[src/rtl/uart_rx_buffer.sv]
// Receive-side byte buffer for a UART: first-word-fall-through FIFO of {ferr, data}
// entries with fill level, threshold interrupt and a sticky overrun flag.
module uart_rx_buffer #(
    parameter int unsigned DEPTH  = 16,
    parameter int unsigned THRESH = 8
) (
    input  logic                     clk,
    input  logic                     rst_n,
    input  logic [7:0]               rx_data,
    input  logic                     rx_valid,
    input  logic                     rx_ferr,
    input  logic                     rd_ready,
    input  logic                     clr_ovr,
    output logic [7:0]               rd_data,
    output logic                     rd_ferr,
    output logic                     rd_valid,
    output logic [$clog2(DEPTH):0]   level,
    output logic                     full,
    output logic                     overrun,
    output logic                     irq_thresh
);

    localparam int unsigned AW    = $clog2(DEPTH);
    localparam int unsigned LVL_W = AW + 1;

    logic [8:0]       r_mem [DEPTH];
    logic [AW-1:0]    r_wr_ptr;
    logic [AW-1:0]    r_rd_ptr;
    logic [LVL_W-1:0] r_level;
    logic             r_overrun;

    logic             w_push;
    logic             w_pop;
    logic             w_drop;
    logic [8:0]       w_head;

    // Flags are pure functions of the level counter.
    assign rd_valid   = (r_level != '0);
    assign full       = (r_level == LVL_W'(DEPTH));
    assign irq_thresh = (r_level >= LVL_W'(THRESH));
    assign level      = r_level;
    assign overrun    = r_overrun;

    // A pop frees the slot in the same cycle, so a full buffer still accepts.
    assign w_pop  = rd_valid && rd_ready;
    assign w_push = rx_valid && (!full || w_pop);
    assign w_drop = rx_valid && !w_push;

    assign w_head  = r_mem[r_rd_ptr];
    assign rd_data = rd_valid ? w_head[7:0] : 8'h00;
    assign rd_ferr = rd_valid ? w_head[8]   : 1'b0;

    always_ff @(posedge clk) begin
        if (w_push) begin
            r_mem[r_wr_ptr] <= {rx_ferr, rx_data};
        end
    end

    // Pointer width equals log2(DEPTH), so increment wraps DEPTH-1 -> 0 naturally.
    always_ff @(posedge clk or negedge rst_n) begin
        if (!rst_n) begin
            r_wr_ptr <= '0;
            r_rd_ptr <= '0;
        end else begin
            if (w_push) begin
                r_wr_ptr <= r_wr_ptr + 1'b1;
            end
            if (w_pop) begin
                r_rd_ptr <= r_rd_ptr + 1'b1;
            end
        end
    end

    always_ff @(posedge clk or negedge rst_n) begin
        if (!rst_n) begin
            r_level <= '0;
        end else begin
            case ({w_push, w_pop})
                2'b10:   r_level <= r_level + 1'b1;
                2'b01:   r_level <= r_level - 1'b1;
                default: r_level <= r_level;
            endcase
        end
    end

    // A new drop takes priority over a same-cycle clear.
    always_ff @(posedge clk or negedge rst_n) begin
        if (!rst_n) begin
            r_overrun <= 1'b0;
        end else if (w_drop) begin
            r_overrun <= 1'b1;
        end else if (clr_ovr) begin
            r_overrun <= 1'b0;
        end
    end

endmodule
[config.mk]
export PLATFORM = sky130hd
export DESIGN_NAME = uart_rx_buffer
export DESIGN_NICKNAME = d
export VERILOG_FILES = /design/src/rtl/uart_rx_buffer.sv
export SDC_FILE = /design/constraint.sdc
export NUM_CORES = 1
export LEC_CHECK = 0
export CORE_ASPECT_RATIO = 2
export CORE_MARGIN = 1.5
export CORE_UTILIZATION = 50
export CTS_BUF_LIST = sky130_fd_sc_hd__clkbuf_8 sky130_fd_sc_hd__clkbuf_16
export DETAILED_ROUTE_END_ITERATION = 16
export GPL_ROUTABILITY_DRIVEN = 0
export PLACE_DENSITY = 0.75
export SYNTH_ARGS = -nofsm -noshare
export SYNTH_HDL_FRONTEND = slang
export SYNTH_SLANG_ARGS = --single-unit
[constraint.sdc]
create_clock -name clk -period 3.55 [get_ports clk]
set_input_delay 0.71 -clock clk [delete_from_list [all_inputs] [get_ports clk]]
set_output_delay 0.71 -clock clk [all_outputs]
set_load 0.005 [all_outputs]
* Yosys cells after proc, flatten, opt, wreduce, memory -nomap -nowiden
Memories as Yosys holds them, arrays and structs flattened.
Index checks and enable logic that the tools add are counted.
** Cells by class
- Add/subtract/negate cells :: 4
- $lt $le $gt $ge :: 1
- Eq/ne operators :: 3
- Muxes and demuxes :: 7
- Reductions and logical operators :: 9
** Operator list (number)
- one-hot mux 5 bit (2 select lines) :: 1
- adder 4 x 1 -> 4 bit (second input constant) :: 2
- two-way mux 8 bit :: 1
- adder 5 x 1 -> 5 bit (second input constant) :: 1
- == test 5 bit (second input constant) :: 1
- >= comparator 5 x 4 -> 1 bit (second input constant) :: 1
- two-way mux 1 bit :: 5
- nonzero test 5 bit :: 1
- subtractor 5 x 1 -> 5 bit (second input constant) :: 1
- nonzero test 2 bit :: 2
- logical AND 1 bit :: 3
- == test 2 x 1 -> 1 bit (second input constant) :: 1
- == test 2 bit (second input constant) :: 1
- logical NOT 1 bit :: 2
- logical OR 1 bit :: 1
** Word-level totals
- Flip-flop bits (word level) :: 14
- RAM bits :: 144
- Output and inout bits :: 18
- Logic and storage cells :: 29
- Memories kept :: 1
** Memories
- r_mem :: depth 16, bits a word 9, rd ports 1, clocked after memory_dff 0, write ports 1, RTL line 26 : logic [8:0] r_mem [DEPTH];

* Logic depth before layout (Yosys ltp)
Gate-level depths: netlist of run 1.
- Word-level depth :: 7
- Mapped depth :: 13

* Worst setup path before layout of run 1
OpenSTA, ideal clock, no wires.
- Path kind :: register -> register
- Start point :: reg r_level[1], in the netlist level[1]
- End point :: reg r_level[4], in the netlist level[4]
- Arrival :: 2.672 ns
- Setup slack :: 0.792 ns
- Stages on the path, launching flop included :: 14
- Path buffers :: 2
- Clock period less this slack :: 2.758 ns
- Cells stage by stage :: dfrtp_1 -> clkbuf_1 -> nor4_4 -> nand2b_2 -> nand2_1 -> inv_2 -> ha_1 -> clkbuf_1 -> xor2_1 -> ha_1 -> o211ai_1 -> nand2b_1 -> a221o_1 -> nor3_1
** On the way
- Word-level cells in the longest chain between the ends :: 6
** Ends and longest elaborated chain
- from (decl) :: RTL line 29 : logic [LVL_W-1:0] r_level;
- from (signal assigned) :: RTL line 79 : 2'b10: r_level <= r_level + 1'b1;
- from (signal assigned) :: RTL line 80 : 2'b01: r_level <= r_level - 1'b1;
- from (signal assigned) :: RTL line 81 : default: r_level <= r_level;
- nonzero test 5 bit (*) :: RTL line 38 : assign rd_valid = (r_level != '0);
- logical AND 1 bit (*) :: RTL line 45 : assign w_pop = rd_valid && rd_ready;
- via w_pop :: RTL line 33 : logic w_pop;
- logical OR 1 bit :: RTL line 46 : assign w_push = rx_valid && (!full || w_pop);
- logical AND 1 bit :: RTL line 46
- == test 2 x 1 -> 1 bit or == test 2 bit (tied branches) :: RTL line 78 : case ({w_push, w_pop})
- one-hot mux 5 bit (2 select lines) or nonzero test 2 bit (tied branches)
The timed path passes the listed nets; every way through them passes the cells marked *.
A chain may end at the register's enable or synchronous reset.

* Worst setup path in the final report of run 1
- Start point :: reg r_rd_ptr[1]
- End point :: out rd_data[6]
** On the way
- Word-level cells in the longest chain between the ends :: 2
** Ends and longest elaborated chain
- from (decl) :: RTL line 28 : logic [AW-1:0] r_rd_ptr;
- from (signal assigned) :: RTL line 69 : r_rd_ptr <= r_rd_ptr + 1'b1;
- memory read (16 x 9 bit)
- two-way mux 8 bit :: RTL line 50 : assign rd_data = rd_valid ? w_head[7:0] : 8'h00;
- to (decl) :: RTL line 14 : output logic [7:0] rd_data,
No other way between the ends.

==> qor.txt, run 1 <==
antenna violations before repair - 0
die area - 13900 sq um
TritonCTS clock tree - built
Worst slew margin - 47.3%
Pre-antenna DRT Iters - 5
largest net degree at the start of global routing - 38
core region area - 12900 sq um
fraction of synthesis flops using an asynchronous set or reset pin - 8.86%
most common flop cell mapped by yosys - sky130_fd_sc_hd__edfxtp_1
class of the most critical setup path - reg2out
total number of vias - 3346
post-synthesis instance area - 6600 sq um
Slew @ Worst Pin - 790 ps
top fanout value on the critical path - 19
cts-stage hold buffer count - 0
height of the chip - 165 um
RSZ-0062 raised after global routing - no
cell count after synthesis - 340
global-route wire length before repair - 19600 um
fraction of layout instances using a drive strength above 1 - 21.2%
WL final - 12800 um
Via-to-Cell Ratio - 5.94
Total Nets Final - 421
Max VDD drop - 543 uV
Boundary Pins - 32
worst hold path class - reg2reg
Max Transition Viols Final - 0
insertion delay of the later-clocked pin in the worst-skew pair - 410 ps
maximum level of the CTS H-tree - 4
Finished Cell Area - 7790 sq um
most common cell after layout, fill and taps aside - sky130_fd_sc_hd__edfxtp_1
Bufs on Longest Clock Path - 2
share of the clock period used by the worst path - 95.7%
post-layout instance count excluding filler cells - 563
synthesized area per cell - 19.4 sq um
post-route ant nets - 0
crit path launch type - flop
#FFs+latches synth - 158
drt initial violations - 297
critical path, cell by cell - buf_12, mux4_1, mux2_2, o21ai_1, a21oi_1, clkdlybuf4s50_1
Final Hold Violating Endpoints - 0
half-perimeter wire length of the detailed placement result - 8640 um
required time of the worst setup path - 2840 ps
count of input and output buffers - 31
Synth Warn # - 0
peak per-stage delay on the critical path - 600 ps
via count of the first global-routing pass - 3495
status - finished, final reports clean
most frequent cells in the layout - sky130_fd_sc_hd__edfxtp_1, sky130_fd_sc_hd__clkdlybuf4s50_1, sky130_fd_sc_hd__buf_4
floorplan die width - 84.3 um
master of the slowest instance on the critical path - sky130_fd_sc_hd__mux4_1
sequential cell area fraction in the yosys report - 70.8%
effective utilization at floorplan - 51.1%
maximum clock frequency - 294 MHz
total setup violations reported at the end of the flow - 0
area added between synthesis and finish - 18.0%
clock-pin slew on the worst setup and hold paths - 60 ps
Final Skew - 6.50 ps
number of flops mapped to enable cells by yosys - 144
time the worst path needs with I/O delays and setup - 3400 ps
Wirelength per Cell - 22.7 um
number of DRC violations after detailed routing - 0
number of inserted diodes - 0
MaxCap Viol Count - 0
type of element capturing the critical path - primary output
arrival time at the worst endpoint - 2690 ps
leak pwr - 2.71 nW
global-route total usage across every layer - 19.8%
buffer type at the clock tree root - sky130_fd_sc_hd__clkbuf_16
Inst Count DP - 529
number of cell rows - 59
count of different cell masters after synthesis - 45
DP Area - 7150 sq um
Synth Net Count - 363
worst hold slack - 490 ps
clock buffer count from CTS - 17
final sum of negative setup slack - 0 ps
global route overflow - 0
TritonCTS sink count - 158
cell area power density - 808 nW/um^2
sequential cells by signal, summed over array words and instances, names as in the netlist:
signal,flops
overrun,1
r_wr_ptr,4
r_rd_ptr,4
level,5
r_mem,144
power by group:
| part | switching [mW] | total, mW | internal [mW] | leakage (nW) |
|---|---|---|---|---|
| sequential | 0.216 | 2.50 | 2.28 | 1.47 |
| combinational | 0.896 | 1.98 | 1.08 | 0.942 |
| clock | 0.663 | 1.82 | 1.16 | 0.301 |
| total | 1.77 | 6.29 | 4.52 | 2.71 |
per-layer routing:
layer	global-route usage (%)	vias up	part of all wire, %
met5	0	-	0
met4	10.4	0	3.0
met3	4.27	23	3.4
met2	36.8	107	59
met1	20.5	1728	34
li1	-	1488	-
cells in the mapped netlist, types with 2 or more instances:
cell,count,area [sq um]
sky130_fd_sc_hd__nor3_1,6,30.0
sky130_fd_sc_hd__buf_6,5,56.3
sky130_fd_sc_hd__inv_1,6,22.5
sky130_fd_sc_hd__dfrtp_1,14,350
sky130_fd_sc_hd__nor2_1,15,56.3
sky130_fd_sc_hd__mux2i_1,9,90.1
sky130_fd_sc_hd__mux4_1,18,473
sky130_fd_sc_hd__nand2b_1,3,18.8
sky130_fd_sc_hd__o21ai_1,12,60.1
sky130_fd_sc_hd__xnor2_1,9,78.8
sky130_fd_sc_hd__mux2_2,10,113
sky130_fd_sc_hd__ha_1,9,113
sky130_fd_sc_hd__clkbuf_1,3,11.3
sky130_fd_sc_hd__edfxtp_1,144,4320
sky130_fd_sc_hd__nor3b_1,2,15.0
sky130_fd_sc_hd__bufbuf_8,2,37.5
sky130_fd_sc_hd__a21oi_1,11,55.1
sky130_fd_sc_hd__buf_1,2,7.51
sky130_fd_sc_hd__and3_1,2,12.5
sky130_fd_sc_hd__inv_2,2,7.51
sky130_fd_sc_hd__nand3_1,2,10.0
sky130_fd_sc_hd__buf_2,4,20.0
sky130_fd_sc_hd__nand2_1,11,41.3
sky130_fd_sc_hd__mux4_2,18,405
worst max-delay path, delay by kind of cell (launching register included):
kind | cells | cell delay, ps
flops | 1 | 400
mux | 2 | 880
compound gates | 2 | 260
buf+inv | 2 | 710
worst paths after layout:
check / from / end / slack [ps] / cells past startpoint
min: r_rd_ptr[3] / r_rd_ptr[3] / 490 / 1
max in group asynchronous: rst_n / r_rd_ptr[1] / 2360 / 1
min reg2reg: r_rd_ptr[3] / r_rd_ptr[3] / 490 / 1
max: r_rd_ptr[1] / rd_data[6] / 150 / 6
min in group asynchronous: rst_n / level[3] / 710 / 1
max reg2reg: level[2] / level[4] / 580 / 11
cells by family after synthesis:
kind of cell    synth area share (%)
fa+ha+maj                       1.71
simple gates                    3.90
flops                           70.8
buf+inv                         2.82
compound gates                  2.88
xor+xnor                        1.33
mux                             16.5
cell type report:
| type | instances | area (sq um) |
|---|---|---|
| timing repair buffer | 57 | 548 |
| tap | 152 | 190 |
| fill | 884 | 5130 |
| clock inverter | 15 | 179 |
| inverter | 9 | 33.8 |
| multi-input combinational | 155 | 1740 |
| clock buffer | 17 | 425 |
| sequential | 158 | 4680 |
stage by stage:
stage | total power, mW | util, % | setup slack [ps]
after floorplan | 3.78 | - | 792
after global routing | 6.58 | 60.3 | 74.3
final | 6.29 | 60.3 | 153
after detailed placement | 4.48 | 55.4 | 253
after global placement | 4.43 | 55.4 | 426
after CTS | 6.31 | 60.1 | 42.5
timing repair:
action | CTS | global route
setup buffers | 0 | 1
endpoints found under the setup margin | 0 | 6
gates resized for setup | 0 | 1
Power figures use the tool's default switching activity.
==> run 2: changes to the inputs <==
--- a/config.mk
+++ b/config.mk
@@ -12,6 +12,7 @@
 export DETAILED_ROUTE_END_ITERATION = 16
 export GPL_ROUTABILITY_DRIVEN = 0
 export PLACE_DENSITY = 0.75
+export SLEW_MARGIN = 20
 export SYNTH_ARGS = -nofsm -noshare
 export SYNTH_HDL_FRONTEND = slang
 export SYNTH_SLANG_ARGS = --single-unit
==> results of run 2 <==
No change in the layout: final DEF, timing and power equal those of run 1.
==> run 3: changes to the inputs <==
--- a/config.mk
+++ b/config.mk
@@ -12,6 +12,7 @@
 export DETAILED_ROUTE_END_ITERATION = 16
 export GPL_ROUTABILITY_DRIVEN = 0
 export PLACE_DENSITY = 0.75
+export SKIP_CTS_REPAIR_TIMING = 1
 export SLEW_MARGIN = 20
 export SYNTH_ARGS = -nofsm -noshare
 export SYNTH_HDL_FRONTEND = slang
==> results of run 3 <==
No change in the layout: final DEF, timing and power equal those of run 1.
